===== src/rtl/sdram_rom_server_pkg.sv =====
// sdram_rom_server_pkg
//   Shared types and constants for the SDRAM ROM server: the arbiter FSM
//   state enum, the requester port index enum, default word base addresses
//   of each ROM region, and the bus widths of the SDRAM-side interface.
package sdram_rom_server_pkg;

  typedef enum logic [1:0] {
    IDLE,
    ISSUE,
    DONE
  } state_t;

  typedef enum logic [1:0] {
    M68K,
    TILES,
    SPR,
    THEME
  } port_t;

  localparam int NUM_PORTS  = 4;
  localparam int MEM_ADDR_W = 24;
  localparam int MEM_DATA_W = 32;

  localparam logic [MEM_ADDR_W-1:0] DEF_M68K_BASE  = 24'h000000;
  localparam logic [MEM_ADDR_W-1:0] DEF_TILES_BASE = 24'h040000;
  localparam logic [MEM_ADDR_W-1:0] DEF_SPR_BASE   = 24'h080000;
  localparam logic [MEM_ADDR_W-1:0] DEF_THEME_BASE = 24'h100000;

  // Region base plus offset; the 24-bit result wraps naturally.
  function automatic logic [MEM_ADDR_W-1:0] region_addr(
    input logic [MEM_ADDR_W-1:0] base,
    input logic [MEM_ADDR_W-1:0] offset
  );
    return base + offset;
  endfunction

endpackage


===== src/rtl/sdram_rom_server_if.sv =====
// sdram_rom_server_if
//   Word-addressed read bus between the ROM server and the SDRAM controller.
//   mem_req   : read request, held high until mem_rdy
//   mem_addr  : 24-bit 32-bit-word address, stable while mem_req is high
//   mem_rdy   : one-cycle data-valid strobe from the controller
//   mem_dout  : 32-bit read data, valid with mem_rdy
//   master modport : the ROM server side; slave modport : the controller side
interface sdram_rom_server_if;
  import sdram_rom_server_pkg::*;

  logic                  mem_req;
  logic [MEM_ADDR_W-1:0] mem_addr;
  logic                  mem_rdy;
  logic [MEM_DATA_W-1:0] mem_dout;

  modport master (
    output mem_req,
    output mem_addr,
    input  mem_rdy,
    input  mem_dout
  );

  modport slave (
    input  mem_req,
    input  mem_addr,
    output mem_rdy,
    output mem_dout
  );

endinterface


===== src/rtl/sdram_rom_server_rom_port_slot.sv =====
// rom_port_slot
//   Per-requester bookkeeping: pending flag, latched request address and the
//   output data register.
//   clk_sys, reset  : clock and async active-high reset
//   req, addr       : request pulse and address from the game side
//   load_en         : ROM download active, requests are dropped
//   grant           : arbiter picked this slot this cycle (clears pending)
//   capture         : read data for this slot is valid this cycle
//   capture_data    : data to store on capture
//   pending, addr_q : request bookkeeping seen by the arbiter
//   data_q          : output data register, changes only on capture
module rom_port_slot #(
  parameter int ADDR_W = 18,
  parameter int DATA_W = 32
) (
  input  logic              clk_sys,
  input  logic              reset,
  input  logic              req,
  input  logic [ADDR_W-1:0] addr,
  input  logic              load_en,
  input  logic              grant,
  input  logic              capture,
  input  logic [DATA_W-1:0] capture_data,
  output logic              pending,
  output logic [ADDR_W-1:0] addr_q,
  output logic [DATA_W-1:0] data_q
);

  // A new accepted request beats a same-cycle grant: the arbiter has already
  // copied the old address out, so the new one becomes a fresh transaction.
  always_ff @(posedge clk_sys or posedge reset) begin
    if (reset) begin
      pending <= 1'b0;
      addr_q  <= '0;
      data_q  <= '0;
    end else begin
      if (req && !load_en) begin
        pending <= 1'b1;
        addr_q  <= addr;
      end else if (grant) begin
        pending <= 1'b0;
      end
      if (capture) begin
        data_q <= capture_data;
      end
    end
  end

endmodule


===== src/rtl/sdram_rom_server.sv =====
// sdram_rom_server
//   Arbitrates four game ROM readers (68k program, tiles, sprites, theme)
//   onto one SDRAM read bus with fixed priority m68k > tiles > spr > theme.
//   clk_sys, reset        : system clock, async active-high reset
//   load_en               : HPS ROM download active; no new requests/grants
//   m68k_rom_req/addr     : 68k request pulse, 16-bit word address
//   m68k_rom_dout         : 68k read data (selected half of the 32-bit word)
//   sdram_dtack           : high when no 68k read is pending or in flight
//   tiles/spr/theme_rom_* : request pulse, word address, 32-bit read data
//   mem                   : SDRAM-side read bus (master modport)
module sdram_rom_server
  import sdram_rom_server_pkg::*;
#(
  parameter logic [23:0] M68K_BASE  = DEF_M68K_BASE,
  parameter logic [23:0] TILES_BASE = DEF_TILES_BASE,
  parameter logic [23:0] SPR_BASE   = DEF_SPR_BASE,
  parameter logic [23:0] THEME_BASE = DEF_THEME_BASE
) (
  input  logic        clk_sys,
  input  logic        reset,
  input  logic        load_en,

  input  logic        m68k_rom_req,
  input  logic [17:0] m68k_rom_addr,
  output logic [15:0] m68k_rom_dout,
  output logic        sdram_dtack,

  input  logic        tiles_rom_req,
  input  logic [17:0] tiles_rom_addr,
  output logic [31:0] tiles_rom_dout,

  input  logic        spr_rom_req,
  input  logic [18:0] spr_rom_addr,
  output logic [31:0] spr_rom_dout,

  input  logic        theme_rom_req,
  input  logic [17:0] theme_rom_addr,
  output logic [31:0] theme_rom_dout,

  sdram_rom_server_if.master mem
);

  state_t                 state;
  port_t                  active;
  logic                   m68k_hi;

  logic [NUM_PORTS-1:0]   pending;
  logic [NUM_PORTS-1:0]   grant;
  logic [NUM_PORTS-1:0]   capture;
  logic                   grant_any;
  port_t                  grant_port;
  logic [MEM_ADDR_W-1:0]  grant_addr;

  logic [17:0]            m68k_addr_q;
  logic [17:0]            tiles_addr_q;
  logic [18:0]            spr_addr_q;
  logic [17:0]            theme_addr_q;
  logic [15:0]            m68k_capture_data;

  // Fixed-priority pick among pending ports; only in IDLE and only while no
  // ROM download is running.
  always_comb begin
    grant_any  = 1'b0;
    grant_port = M68K;
    grant      = '0;
    if (state == IDLE && !load_en) begin
      if (pending[M68K]) begin
        grant_any    = 1'b1;
        grant_port   = M68K;
        grant[M68K]  = 1'b1;
      end else if (pending[TILES]) begin
        grant_any    = 1'b1;
        grant_port   = TILES;
        grant[TILES] = 1'b1;
      end else if (pending[SPR]) begin
        grant_any    = 1'b1;
        grant_port   = SPR;
        grant[SPR]   = 1'b1;
      end else if (pending[THEME]) begin
        grant_any    = 1'b1;
        grant_port   = THEME;
        grant[THEME] = 1'b1;
      end
    end
  end

  // The 68k address is in 16-bit words, so drop bit 0 to get the 32-bit word.
  always_comb begin
    grant_addr = '0;
    case (grant_port)
      M68K:    grant_addr = region_addr(M68K_BASE,  {7'd0, m68k_addr_q[17:1]});
      TILES:   grant_addr = region_addr(TILES_BASE, {6'd0, tiles_addr_q});
      SPR:     grant_addr = region_addr(SPR_BASE,   {5'd0, spr_addr_q});
      THEME:   grant_addr = region_addr(THEME_BASE, {6'd0, theme_addr_q});
      default: grant_addr = '0;
    endcase
  end

  // mem_rdy is only meaningful while a request is on the bus.
  always_comb begin
    capture = '0;
    if (state == ISSUE && mem.mem_rdy) begin
      capture[active] = 1'b1;
    end
  end

  // Half select uses the bit frozen at grant time, since a new 68k request
  // during the flight may already have overwritten the latched address.
  assign m68k_capture_data = m68k_hi ? mem.mem_dout[31:16] : mem.mem_dout[15:0];

  // Arbiter FSM with registered bus outputs and 68k DTACK.
  always_ff @(posedge clk_sys or posedge reset) begin
    if (reset) begin
      state        <= IDLE;
      active       <= M68K;
      m68k_hi      <= 1'b0;
      mem.mem_req  <= 1'b0;
      mem.mem_addr <= '0;
      sdram_dtack  <= 1'b1;
    end else begin
      case (state)
        IDLE: begin
          if (grant_any) begin
            state        <= ISSUE;
            active       <= grant_port;
            mem.mem_req  <= 1'b1;
            mem.mem_addr <= grant_addr;
            if (grant_port == M68K) begin
              m68k_hi <= m68k_addr_q[0];
            end
          end
        end
        ISSUE: begin
          if (mem.mem_rdy) begin
            state       <= DONE;
            mem.mem_req <= 1'b0;
          end
        end
        DONE: begin
          state <= IDLE;
        end
        default: begin
          state       <= IDLE;
          mem.mem_req <= 1'b0;
        end
      endcase

      // DTACK stays low across a re-request made while the first is in flight.
      if (m68k_rom_req && !load_en) begin
        sdram_dtack <= 1'b0;
      end else if (capture[M68K] && !pending[M68K]) begin
        sdram_dtack <= 1'b1;
      end
    end
  end

  rom_port_slot #(.ADDR_W(18), .DATA_W(16)) u_m68k_slot (
    .clk_sys      (clk_sys),
    .reset        (reset),
    .req          (m68k_rom_req),
    .addr         (m68k_rom_addr),
    .load_en      (load_en),
    .grant        (grant[M68K]),
    .capture      (capture[M68K]),
    .capture_data (m68k_capture_data),
    .pending      (pending[M68K]),
    .addr_q       (m68k_addr_q),
    .data_q       (m68k_rom_dout)
  );

  rom_port_slot #(.ADDR_W(18), .DATA_W(32)) u_tiles_slot (
    .clk_sys      (clk_sys),
    .reset        (reset),
    .req          (tiles_rom_req),
    .addr         (tiles_rom_addr),
    .load_en      (load_en),
    .grant        (grant[TILES]),
    .capture      (capture[TILES]),
    .capture_data (mem.mem_dout),
    .pending      (pending[TILES]),
    .addr_q       (tiles_addr_q),
    .data_q       (tiles_rom_dout)
  );

  rom_port_slot #(.ADDR_W(19), .DATA_W(32)) u_spr_slot (
    .clk_sys      (clk_sys),
    .reset        (reset),
    .req          (spr_rom_req),
    .addr         (spr_rom_addr),
    .load_en      (load_en),
    .grant        (grant[SPR]),
    .capture      (capture[SPR]),
    .capture_data (mem.mem_dout),
    .pending      (pending[SPR]),
    .addr_q       (spr_addr_q),
    .data_q       (spr_rom_dout)
  );

  rom_port_slot #(.ADDR_W(18), .DATA_W(32)) u_theme_slot (
    .clk_sys      (clk_sys),
    .reset        (reset),
    .req          (theme_rom_req),
    .addr         (theme_rom_addr),
    .load_en      (load_en),
    .grant        (grant[THEME]),
    .capture      (capture[THEME]),
    .capture_data (mem.mem_dout),
    .pending      (pending[THEME]),
    .addr_q       (theme_addr_q),
    .data_q       (theme_rom_dout)
  );

endmodule


===== src/flat_wrapper.sv =====
// flat-port wrapper written by rule: the top's interface ports become plain ports
module sdram_rom_server_flat import sdram_rom_server_pkg::*;
#(
  parameter logic [23:0] M68K_BASE  = DEF_M68K_BASE,
  parameter logic [23:0] TILES_BASE = DEF_TILES_BASE,
  parameter logic [23:0] SPR_BASE   = DEF_SPR_BASE,
  parameter logic [23:0] THEME_BASE = DEF_THEME_BASE
)
  (clk_sys, reset, load_en, m68k_rom_req, m68k_rom_addr, m68k_rom_dout, sdram_dtack, tiles_rom_req, tiles_rom_addr, tiles_rom_dout, spr_rom_req, spr_rom_addr, spr_rom_dout, theme_rom_req, theme_rom_addr, theme_rom_dout, mem_mem_req, mem_mem_addr, mem_mem_rdy, mem_mem_dout);
  sdram_rom_server_if mem_i ();
  input  logic clk_sys;
  input  logic reset;
  input  logic load_en;
  input  logic m68k_rom_req;
  input  logic [17:0] m68k_rom_addr;
  output logic [15:0] m68k_rom_dout;
  output logic sdram_dtack;
  input  logic tiles_rom_req;
  input  logic [17:0] tiles_rom_addr;
  output logic [31:0] tiles_rom_dout;
  input  logic spr_rom_req;
  input  logic [18:0] spr_rom_addr;
  output logic [31:0] spr_rom_dout;
  input  logic theme_rom_req;
  input  logic [17:0] theme_rom_addr;
  output logic [31:0] theme_rom_dout;
  output wire logic [$bits(mem_i.mem_req)-1:0] mem_mem_req;
  output wire logic [$bits(mem_i.mem_addr)-1:0] mem_mem_addr;
  input wire logic [$bits(mem_i.mem_rdy)-1:0] mem_mem_rdy;
  input wire logic [$bits(mem_i.mem_dout)-1:0] mem_mem_dout;
  assign mem_mem_req = mem_i.mem_req;
  assign mem_mem_addr = mem_i.mem_addr;
  assign mem_i.mem_rdy = mem_mem_rdy;
  assign mem_i.mem_dout = mem_mem_dout;
  sdram_rom_server #(.M68K_BASE(M68K_BASE), .TILES_BASE(TILES_BASE), .SPR_BASE(SPR_BASE), .THEME_BASE(THEME_BASE)) u_core (.clk_sys(clk_sys), .reset(reset), .load_en(load_en), .m68k_rom_req(m68k_rom_req), .m68k_rom_addr(m68k_rom_addr), .m68k_rom_dout(m68k_rom_dout), .sdram_dtack(sdram_dtack), .tiles_rom_req(tiles_rom_req), .tiles_rom_addr(tiles_rom_addr), .tiles_rom_dout(tiles_rom_dout), .spr_rom_req(spr_rom_req), .spr_rom_addr(spr_rom_addr), .spr_rom_dout(spr_rom_dout), .theme_rom_req(theme_rom_req), .theme_rom_addr(theme_rom_addr), .theme_rom_dout(theme_rom_dout), .mem(mem_i));
endmodule

===== config.mk =====
export PLATFORM = sky130hd
export DESIGN_NAME = sdram_rom_server_flat
export DESIGN_NICKNAME = d
export VERILOG_FILES = /design/src/rtl/sdram_rom_server_pkg.sv /design/src/rtl/sdram_rom_server_if.sv /design/src/rtl/sdram_rom_server_rom_port_slot.sv /design/src/rtl/sdram_rom_server.sv /design/src/flat_wrapper.sv
export SDC_FILE = /design/constraint.sdc
export NUM_CORES = 1
export LEC_CHECK = 0
export ABC_AREA = 0
export CAP_MARGIN = 20
export CORE_UTILIZATION = 51
export CTS_BUF_LIST = sky130_fd_sc_hd__clkbuf_16
export DETAILED_ROUTE_END_ITERATION = 10
export PLACE_DENSITY = 0.85
export SLEW_MARGIN = 25
export SYNTH_ARGS = -nofsm -noshare
export SYNTH_HDL_FRONTEND = slang
export SYNTH_SLANG_ARGS = --single-unit

===== constraint.sdc =====
create_clock -name clk_sys -period 17.5 [get_ports clk_sys]
set_input_delay 1.75 -clock clk_sys [delete_from_list [all_inputs] [get_ports clk_sys]]
set_output_delay 1.75 -clock clk_sys [all_outputs]
set_load 0.1 [all_outputs]

==> out/summary.txt, run 1 <==
input/output buffers: 247
Fillers: 1,160
fin crit share: 22.4%
clk_skew: 0.00780 ns
DRC viols: 0
slew margin rel.: 30.4%
Total Wirelength: 21,100 um
share of the synthesized area in the top cell type: 61.4%
Worst Max-Slew Pin Slew: 1.04 ns
Core Rows: 47
CTS root buf: clkbuf_16
die area: 0.0178 mm^2
area taken by flip-flops and latches: 0.00543 mm^2
drt wl/cell: 18.9 um
Multi-input gate area: 0.00310 mm^2
clock buffer depth: 3
Yosys cell types: 40
drt pass-1 iters: 4
CTS Buf Count: 22
critical path class: reg -> out
Die Wd: 133 um
master of the slowest instance on the critical path: clkdlybuf4s50_1
Mean Syn Cell Area: 13.7 um^2
CP cell instances: clkdlybuf4s50_1
Setup TNS: 0 ns
cell accounting for the most synthesized area: dfrtp_1
Crit Path Max Fanout: 2
Initial Util: 52.7%
Achievable Freq: 255 MHz
hold depth: 2
Antenna diodes: 0
Area Growth Syn to Fin: 37.5%
synthesized area: 0.00880 mm^2
Ports: 251
initial antenna violation count: 0
synthesis warning total: 0
clk sinks: 217
cell family with most CP delay: buffers and inverters
largest net degree at the start of global routing: 141
max-slew violations: 0
register area share after synthesis: 61.7%
hold_buf cts: 0
final setup vio count: 0
max cap viols: 0
antenna viol nets, final: 0
vias in the first global route: 6,208
worst path bufs/invs: 1
Worst R2R Path Depth: 4
cell count after synthesis: 642
GPL Wtd Cong: 0.806
share of layout cells above drive strength 1: 22.8%
outcome: complete, no violations
count of final hold-check violations: 0
worst stage delay on the critical path: 1.15 ns
Critical Path Start Type: flop
minimum clock period: 3.92 ns
top post-synthesis cells by area: dfrtp_1, mux2_2, o21ai_0
Req. time, crit path: 15.75 ns
CTS tree: built
initial DRC count: 231
clock slew at reported path FFs: 0.06 ns
Crit path depth: 1
class of the worst hold path: reg -> reg
dpl hpwl: 14,400 um
post-CTS sizing: 0
Core ar.: 0.0167 mm^2
H-tree Lvls: 1
via-per-instance ratio: 5.44
post-layout util: 72.4%
CP endpoint kind: primary output
Worst Path Arrival: 2.17 ns
GRT Overall Usage: 24.1%
setup bufs post-CTS: 0
first-pass GRT wire length: 33,800 um
Die Y: 133 um
clock latency on the worst-skew pair: 0.49 ns
post-synthesis register bit count: 217
vias: 6,062
# nets final: 991
GR Overflow Total: 0
RSZ-0062 raised after global routing: false
==> registers in the layout (all words and copies together) (netlist names), 18 cells and up <==
signal                      count
u_core.u_spr_slot.data_q       32
u_core.u_theme_slot.data_q     32
u_core.u_tiles_slot.data_q     32
u_core.mem.mem_addr            21
u_core.u_spr_slot.addr_q       19
u_core.u_m68k_slot.addr_q      18
u_core.u_theme_slot.addr_q     18
u_core.u_tiles_slot.addr_q     18
==> metal layers <==
layer	track usage [%]	routed length [um]	vias to the layer above
li1	-	-	2749
met1	30.9	8680	3039
met2	41.2	10400	240
met3	6.13	1660	34
met4	5.56	368	0
met5	0	0	-
==> worst paths after layout <==
path,slack [ns],end,startpoint
worst min register to register,0.47,u_core.mem.mem_req$_DFFE_PP0P_,u_core.mem.mem_req$_DFFE_PP0P_
worst min-delay path,0.47,u_core.mem.mem_req$_DFFE_PP0P_,u_core.mem.mem_req$_DFFE_PP0P_
max in group asynchronous,14.41,u_core.u_theme_slot.data_q[22]$_DFFE_PP0P_,reset
worst max-delay path,13.58,sdram_dtack,u_core.sdram_dtack$_DFFE_PP1P_
worst max register to register,15.17,u_core.mem.mem_addr[1]$_DFFE_PP0P_,u_core.u_tiles_slot.pending$_DFFE_PP0P_
min in group asynchronous,1.66,u_core.u_m68k_slot.addr_q[7]$_DFFE_PP0P_,reset
==> cell families after synthesis <==
| kind of cell | after synthesis | share of synthesized area, % |
|---|---|---|
| compound gates | 115 | 8.37 |
| simple gates | 80 | 4.56 |
| flops | 217 | 61.7 |
| mux | 172 | 21.8 |
| buf+inv | 57 | 3.53 |
| other cells | 1 | 0.0426 |
==> cell usage in the layout (no fill, tap or decap), types with 3 or more instances in the layout <==
cell type,n
a21oi_1,14
a21oi_2,14
a221oi_1,7
a22oi_1,11
a31oi_1,10
clkbuf_16,23
clkdlybuf4s50_1,247
clkinv_1,4
conb_1,3
dfrtp_1,216
inv_1,24
mux2_1,13
mux2_2,143
mux2i_1,16
nand2_1,39
nor2_1,22
nor2b_4,4
o21ai_0,40
o22ai_1,10
==> metrics by stage <==
step	area [um^2]	instances	hold WS, ns	worst slack, ns
floorplan	8810	644	0.475	9.82
global placement	11300	1072	0.461	13.47
detailed placement	11300	1072	0.462	13.45
CTS	12000	1112	0.477	13.55
global route	12100	1114	0.507	13.54
finish	12100	1114	0.473	13.58
==> synth_stat cells <==
library cell,n
a21o_1,2
a21oi_1,14
a21oi_2,14
a221oi_1,7
a22o_1,1
a22oi_1,11
a31oi_1,10
a32o_1,2
and2_1,2
and3b_1,1
buf_2,16
buf_4,8
buf_6,6
clkbuf_1,10
clkbuf_2,1
conb_1,1
dfrtp_1,216
dfstp_2,1
inv_1,16
mux2_1,13
mux2_2,143
mux2i_1,16
nand2_1,39
nand2_2,2
nand2b_1,1
nand3_4,1
nand3b_4,1
nor2_1,22
nor2_4,1
nor2b_1,5
nor3_1,1
nor3_4,1
nor3b_4,1
o21a_1,1
o21ai_0,40
o21ai_1,1
o21bai_1,1
o221a_2,1
o22ai_1,10
or2_2,2
==> cell type report <==
class | instances | share of cell area [%]
flip-flops and latches | 217 | 44.9
multi-input cells | 370 | 25.6
repair buffers | 251 | 20.9
clock buffers | 23 | 4.76
well taps | 220 | 2.28
clock inverters | 17 | 0.982
inverters | 16 | 0.558
Power of run 1 is left out: the tool's default activity adds up to more than one toggle a clock period on the data nets, which glitch-free logic cannot reach.
==> inputs of run 2 (changes only) <==
CORE_UTILIZATION = 43   (was 51)
PLACE_DENSITY = 0.76   (was 0.85)
clock period = 3.5 ns   (was 17.5 ns; I/O delays follow)
==> run 2 against run 1 <==
Effect of this change:
- clock skew up 0.0057 ns
- die area grew 18%
- core utilization down 11 points
- global-route usage decreased by 3.9 points
- cell count grew 4.6%
- critical endpoint unchanged
- routed wire length decreased by 0.92%
- count of clock-buffer cells in the layout is the same
- first-iteration DRC count down 3.9%
- non-clock buffer count up 7
- cell area is 0.55% higher
- sequential share of layout area decreased by 0.24 points
==> out/summary.txt, run 2 (same netlist as run 1, synthesis figures left out) <==
Area Growth Syn to Fin: 38.2%
clock buffer depth: 3 (unchanged)
CTS root buf: clkbuf_16
cell family with most CP delay: buffers and inverters
most frequent cells in the layout: clkdlybuf4s50_1, dfrtp_1, mux2_2, o21ai_0, nand2_1
first-pass GRT wire length: 34,000 um (+0.35%)
clock latency on the worst-skew pair: 0.50 ns (about the same)
Antenna diodes: 0 (unchanged)
Fillers: 1,597 (+38%)
share of layout cells above drive strength 1: 23.6% (+0.74 points)
CP cell instances: clkdlybuf4s50_1
clk sinks: 217 (unchanged)
# nets final: 999 (+0.81%)
Initial Util: 44.5% (-8.2 points)
cell area after placement: 0.0115 mm^2 (+1.4%)
H-tree Lvls: 1 (unchanged)
Ports: 251 (unchanged)
Multi-input gate area: 0.00308 mm^2 (-0.65%)
Worst Slack Setup Final: 0.925 ns (-12.65 ns)
GPL Wtd Cong: 0.815 (+1.1%)
antenna viol nets, final: 0 (unchanged)
max-slew violations: 0 (unchanged)
outcome: complete, no violations
Die Wd: 145 um (+8.8%)
GR Overflow Total: 0 (unchanged)
Post-Place Worst Slack: 0.865 ns (-12.59 ns)
via-per-instance ratio: 5.11 (-6.2%)
initial antenna violation count: 0 (unchanged)
initial DRC count: 222 (-3.9%)
dpl hpwl: 14,700 um (+2.2%)
GRT Overall Usage: 20.2% (-3.9 points)
slew margin rel.: 29.6% (-0.80 points)
Core ar.: 0.0198 mm^2 (+18%)
input/output buffers: 247 (unchanged)
CP endpoint kind: primary output
master of the slowest instance on the critical path: clkdlybuf4s50_1
Total Wirelength: 20,900 um (-0.92%)
post-CTS sizing: 0 (unchanged)
fin crit share: 73.6%
registers with the most flip-flops: u_core.u_spr_slot.data_q: 32 flops, u_core.u_theme_slot.data_q: 32 flops, u_core.u_tiles_slot.data_q: 32 flops
r2r endpoint: u_core.u_spr_slot.data_q[30]$_DFFE_PP0P_
CTS tree: built
worst path bufs/invs: 1 (unchanged)
clk_skew: 0.0135 ns (+0.00569 ns)
largest net degree at the start of global routing: 89 (-37%)
commonest non-fill, non-tap cell in the layout: clkdlybuf4s50_1
Worst R2R Path Depth: 5 (+1)
RSZ-0062 raised after global routing: false
count of final hold-check violations: 0 (unchanged)
post-route cell area: 0.0122 mm^2 (+0.55%)
critical path class: reg -> out
drt pass-1 iters: 5 (+1)
clock slew at reported path FFs: 0.06 ns (about the same)
drt wl/cell: 17.9 um (-5.3%)
R2R Setup Slk: 1.38 ns (-13.79 ns)
Critical R2R Launch: u_core.state[1]$_DFFE_PP0P_
Critical Path Start Type: flop
vias in the first global route: 6,078 (-2.1%)
Worst Path Arrival: 2.22 ns (+0.05 ns)
hold_ws: 0.207 ns (-0.267 ns)
DRC viols: 0 (unchanged)
CTS Buf Count: 23 (+4.5%)
max cap viols: 0 (unchanged)
area taken by flip-flops and latches: 0.00543 mm^2 (unchanged)
hold_buf cts: 0 (unchanged)
Achievable Freq: 388 MHz
class of the worst hold path: in -> async
worst stage delay on the critical path: 1.19 ns (+0.04 ns)
setup bufs post-CTS: 0 (unchanged)
Core Rows: 51 (+8.5%)
Req. time, crit path: 3.15 ns (-12.60 ns)
Worst Max-Slew Pin Slew: 1.05 ns (+0.0120 ns)
Crit Path Max Fanout: 2 (unchanged)
die area: 0.0210 mm^2 (+18%)
Setup TNS: 0 ns (unchanged)
Die Y: 145 um (+8.8%)
final setup vio count: 0 (unchanged)
minimum clock period: 2.57 ns
vias: 5,949 (-1.9%)
[run 2: changes by cell type in the layout (fill, tap and decap cells not counted), sizes merged]
cell      change
clkinvlp      +2
buf           +7
clkinv        +1
inv           -3
bufinv        -1
[run 2: through the flow]
| stage | utilization [%] | std cells |
|---|---|---|
| after global placement | 58.1 | 1126 |
| final | 61.5 | 1165 |
| after CTS | 61.5 | 1165 |
| after global routing | 61.5 | 1165 |
| after detailed placement | 58.1 | 1126 |
| after floorplan | - | 644 |
[run 2: worst max path at each step]
stage / from / endpoint / slack (ns) / cells after the start
final: u_core.sdram_dtack$_DFFE_PP1P_ / sdram_dtack / 0.93 / 1
after global placement: load_en / u_core.mem.mem_addr[11]$_DFFE_PP0P_ / 0.97 / 5
after CTS: u_core.sdram_dtack$_DFFE_PP1P_ / sdram_dtack / 0.91 / 1
after global routing: u_core.sdram_dtack$_DFFE_PP1P_ / sdram_dtack / 0.87 / 1
after detailed placement: load_en / u_core.mem.mem_addr[0]$_DFFE_PP0P_ / 0.86 / 5
after floorplan: reset / u_core.active[0]$_DFFE_PP0P_ / 0.32 / 1
[run 2: cell type report]
type | instances | share of cell area [%]
Timing Repair Buffer | 258 | 21.3
Clock inverter | 16 | 0.771
Tap cell | 265 | 2.73
Clock buffer | 23 | 4.73
Multi-Input combinational cell | 370 | 25.3
Inverter | 16 | 0.525
Sequential cell | 217 | 44.6
[run 2: routing by layer]
| layer | share of wire, % | wire, um | GRT usage [%] | vias to the layer above |
|---|---|---|---|---|
| met1 | 42 | 8860 | 26.3 | 2940 |
| met5 | 0 | 0 | 0 | - |
| li1 | - | - | - | 2756 |
| met4 | 1.8 | 386 | 5.00 | 0 |
| met2 | 47 | 9880 | 32.8 | 226 |
| met3 | 8.5 | 1770 | 6.19 | 27 |
Power of run 2 is left out for the same reason.
==> inputs of run 3 (changes only) <==
clock period = 2.2 ns   (was 3.5 ns; I/O delays follow)
==> run 3 against run 2 <==
Effect of this change:
- first-iteration DRC count rose by 21%
- cell count rose by 1.3%
- die area did not move
- register-to-register slack got worse by 0.99 ns
- cell area fell by 1.4%
- flip-flop and latch count did not move
- clock skew fell by 0.0071 ns
- count of clock-buffer cells in the layout did not move
- worst setup slack got worse by 0.53 ns
- core utilization fell by 0.84 points
- critical path depth rose by 4
- routed wire length rose by 2.6%
- critical endpoint is now u_core.u_spr_slot.data_q[13]$_DFFE_PP0P_
==> out/summary.txt, run 3 (same netlist as run 1, synthesis figures left out) <==
outcome: complete, no violations
Crit Path Max Fanout: 32 (+30)
Ports: 251 (unchanged)
Req. time, crit path: 2.58 ns (-0.57 ns)
cell area after placement: 0.0113 mm^2 (-1.5%)
count of final hold-check violations: 0 (unchanged)
Initial Util: 44.5% (unchanged)
max cap viols: 0 (unchanged)
antenna viol nets, final: 0 (unchanged)
post-route cell area: 0.0120 mm^2 (-1.4%)
registers with the most flip-flops: u_core.u_spr_slot.data_q: 32 flops, u_core.u_theme_slot.data_q: 32 flops, u_core.u_tiles_slot.data_q: 32 flops
Antenna diodes: 0 (unchanged)
input/output buffers: 247 (unchanged)
master of the slowest instance on the critical path: dfrtp_1
critical path class: reg -> reg
Die Y: 145 um (unchanged)
dpl hpwl: 15,200 um (+3.7%)
CP cell instances: and3b_1 -> nand2_2 -> nor2_4 -> buf_12 -> mux2_2
Area Growth Syn to Fin: 36.3%
final setup vio count: 0 (unchanged)
hold_buf cts: 0 (unchanged)
minimum clock period: 1.81 ns
share of layout cells above drive strength 1: 39.3% (+16 points)
Crit path depth: 5 (+4)
clock slew at reported path FFs: 0.06 ns (about the same)
Core ar.: 0.0198 mm^2 (unchanged)
setup bufs post-CTS: 0 (unchanged)
RSZ-0062 raised after global routing: false
first-pass GRT wire length: 34,300 um (+1.1%)
worst path bufs/invs: 1 (unchanged)
post-CTS sizing: 0 (unchanged)
DRC viols: 0 (unchanged)
clk_skew: 0.00638 ns (-0.00710 ns)
worst stage delay on the critical path: 0.44 ns (-0.75 ns)
drt wl/cell: 18.2 um (+1.3%)
initial DRC count: 268 (+21%)
vias: 6,029 (+1.3%)
CTS tree: built
clock latency on the worst-skew pair: 0.50 ns (about the same)
Worst Path Arrival: 2.19 ns (-0.03 ns)
hold_ws: 0.107 ns (-0.0999 ns)
commonest non-fill, non-tap cell in the layout: dfrtp_1
GPL Wtd Cong: 0.784 (-3.8%)
Post-Place Worst Slack: 0.169 ns (-0.696 ns)
largest net degree at the start of global routing: 58 (-35%)
CTS root buf: clkbuf_16
initial antenna violation count: 0 (unchanged)
Die Wd: 145 um (unchanged)
most frequent cells in the layout: dfrtp_1, buf_4, mux2_2, clkdlybuf4s50_1, o21ai_0
Core Rows: 51 (unchanged)
class of the worst hold path: in -> async
# nets final: 1,012 (+1.3%)
CP endpoint kind: flop
CTS Buf Count: 23 (unchanged)
drt pass-1 iters: 7 (+2)
vias in the first global route: 6,075 (-0.049%)
cell family with most CP delay: simple AND/OR/NAND/NOR gates
Worst Max-Slew Pin Slew: 0.585 ns (-0.468 ns)
Worst Slack Setup Final: 0.393 ns (-0.532 ns)
Worst R2R Path Depth: 5 (unchanged)
H-tree Lvls: 1 (unchanged)
GRT Overall Usage: 20.5% (+0.28 points)
clk sinks: 217 (unchanged)
Total Wirelength: 21,400 um (+2.6%)
max-slew violations: 0 (unchanged)
die area: 0.0210 mm^2 (unchanged)
Critical Path Start Type: flop
via-per-instance ratio: 5.11 (about the same)
slew margin rel.: 61.0% (+31 points)
GR Overflow Total: 0 (unchanged)
Achievable Freq: 553 MHz
clock buffer depth: 3 (unchanged)
fin crit share: 82.1%
post-layout util: 60.7% (-0.84 points)
-- run 3: cell count changes in the layout (fill, tap and decap cells not counted) --
cell	before	now
buf_4	8	151
clkdlybuf4s50_1	247	112
buf_12	3	8
clkinv_1	4	8
inv_1	22	20
clkinvlp_4	2	1
inv_8	0	1
-- run 3: stage by stage --
stage | setup TNS, ns | cells
floorplan | -182.70 | 644
global placement | 0 | 1139
detailed placement | 0 | 1139
CTS | 0 | 1180
global route | 0 | 1180
finish | 0 | 1180
-- run 3: cell type report --
class / instances / area [um^2]
Clock buffer: 23 / 576
Fill cell: 1623 / 7780
Inverter: 16 / 63.8
Timing Repair Buffer: 271 / 2410
Sequential cell: 217 / 5430
Multi-Input combinational cell: 370 / 3080
Tap cell: 265 / 332
Clock inverter: 18 / 105
-- run 3: path summary, 6_finish.rpt --
kind                       slack (ns)                                        end                                    start
setup / recovery                 0.39   u_core.u_spr_slot.data_q[13]$_DFFE_PP0P_              u_core.state[1]$_DFFE_PP0P_
hold / removal                   0.11  u_core.u_m68k_slot.addr_q[15]$_DFFE_PP0P_                                    reset
setup reg to reg                 0.39   u_core.u_spr_slot.data_q[13]$_DFFE_PP0P_              u_core.state[1]$_DFFE_PP0P_
hold reg to reg                  0.49    u_core.u_spr_slot.data_q[7]$_DFFE_PP0P_  u_core.u_spr_slot.data_q[7]$_DFFE_PP0P_
max in group asynchronous        1.43   u_core.u_spr_slot.data_q[21]$_DFFE_PP0P_                                    reset
min in group clk_sys             0.28    u_core.u_spr_slot.addr_q[1]$_DFFE_PP0P_                          spr_rom_addr[1]
-- run 3: per-layer routing --
metal,global-route usage (%),vias to the layer above,wire [um]
li1,-,2795,-
met1,27.4,2978,9290
met2,33.2,228,10100
met3,5.69,28,1760
met4,4.63,0,295
met5,0,-,0
Power of run 3 is left out for the same reason.
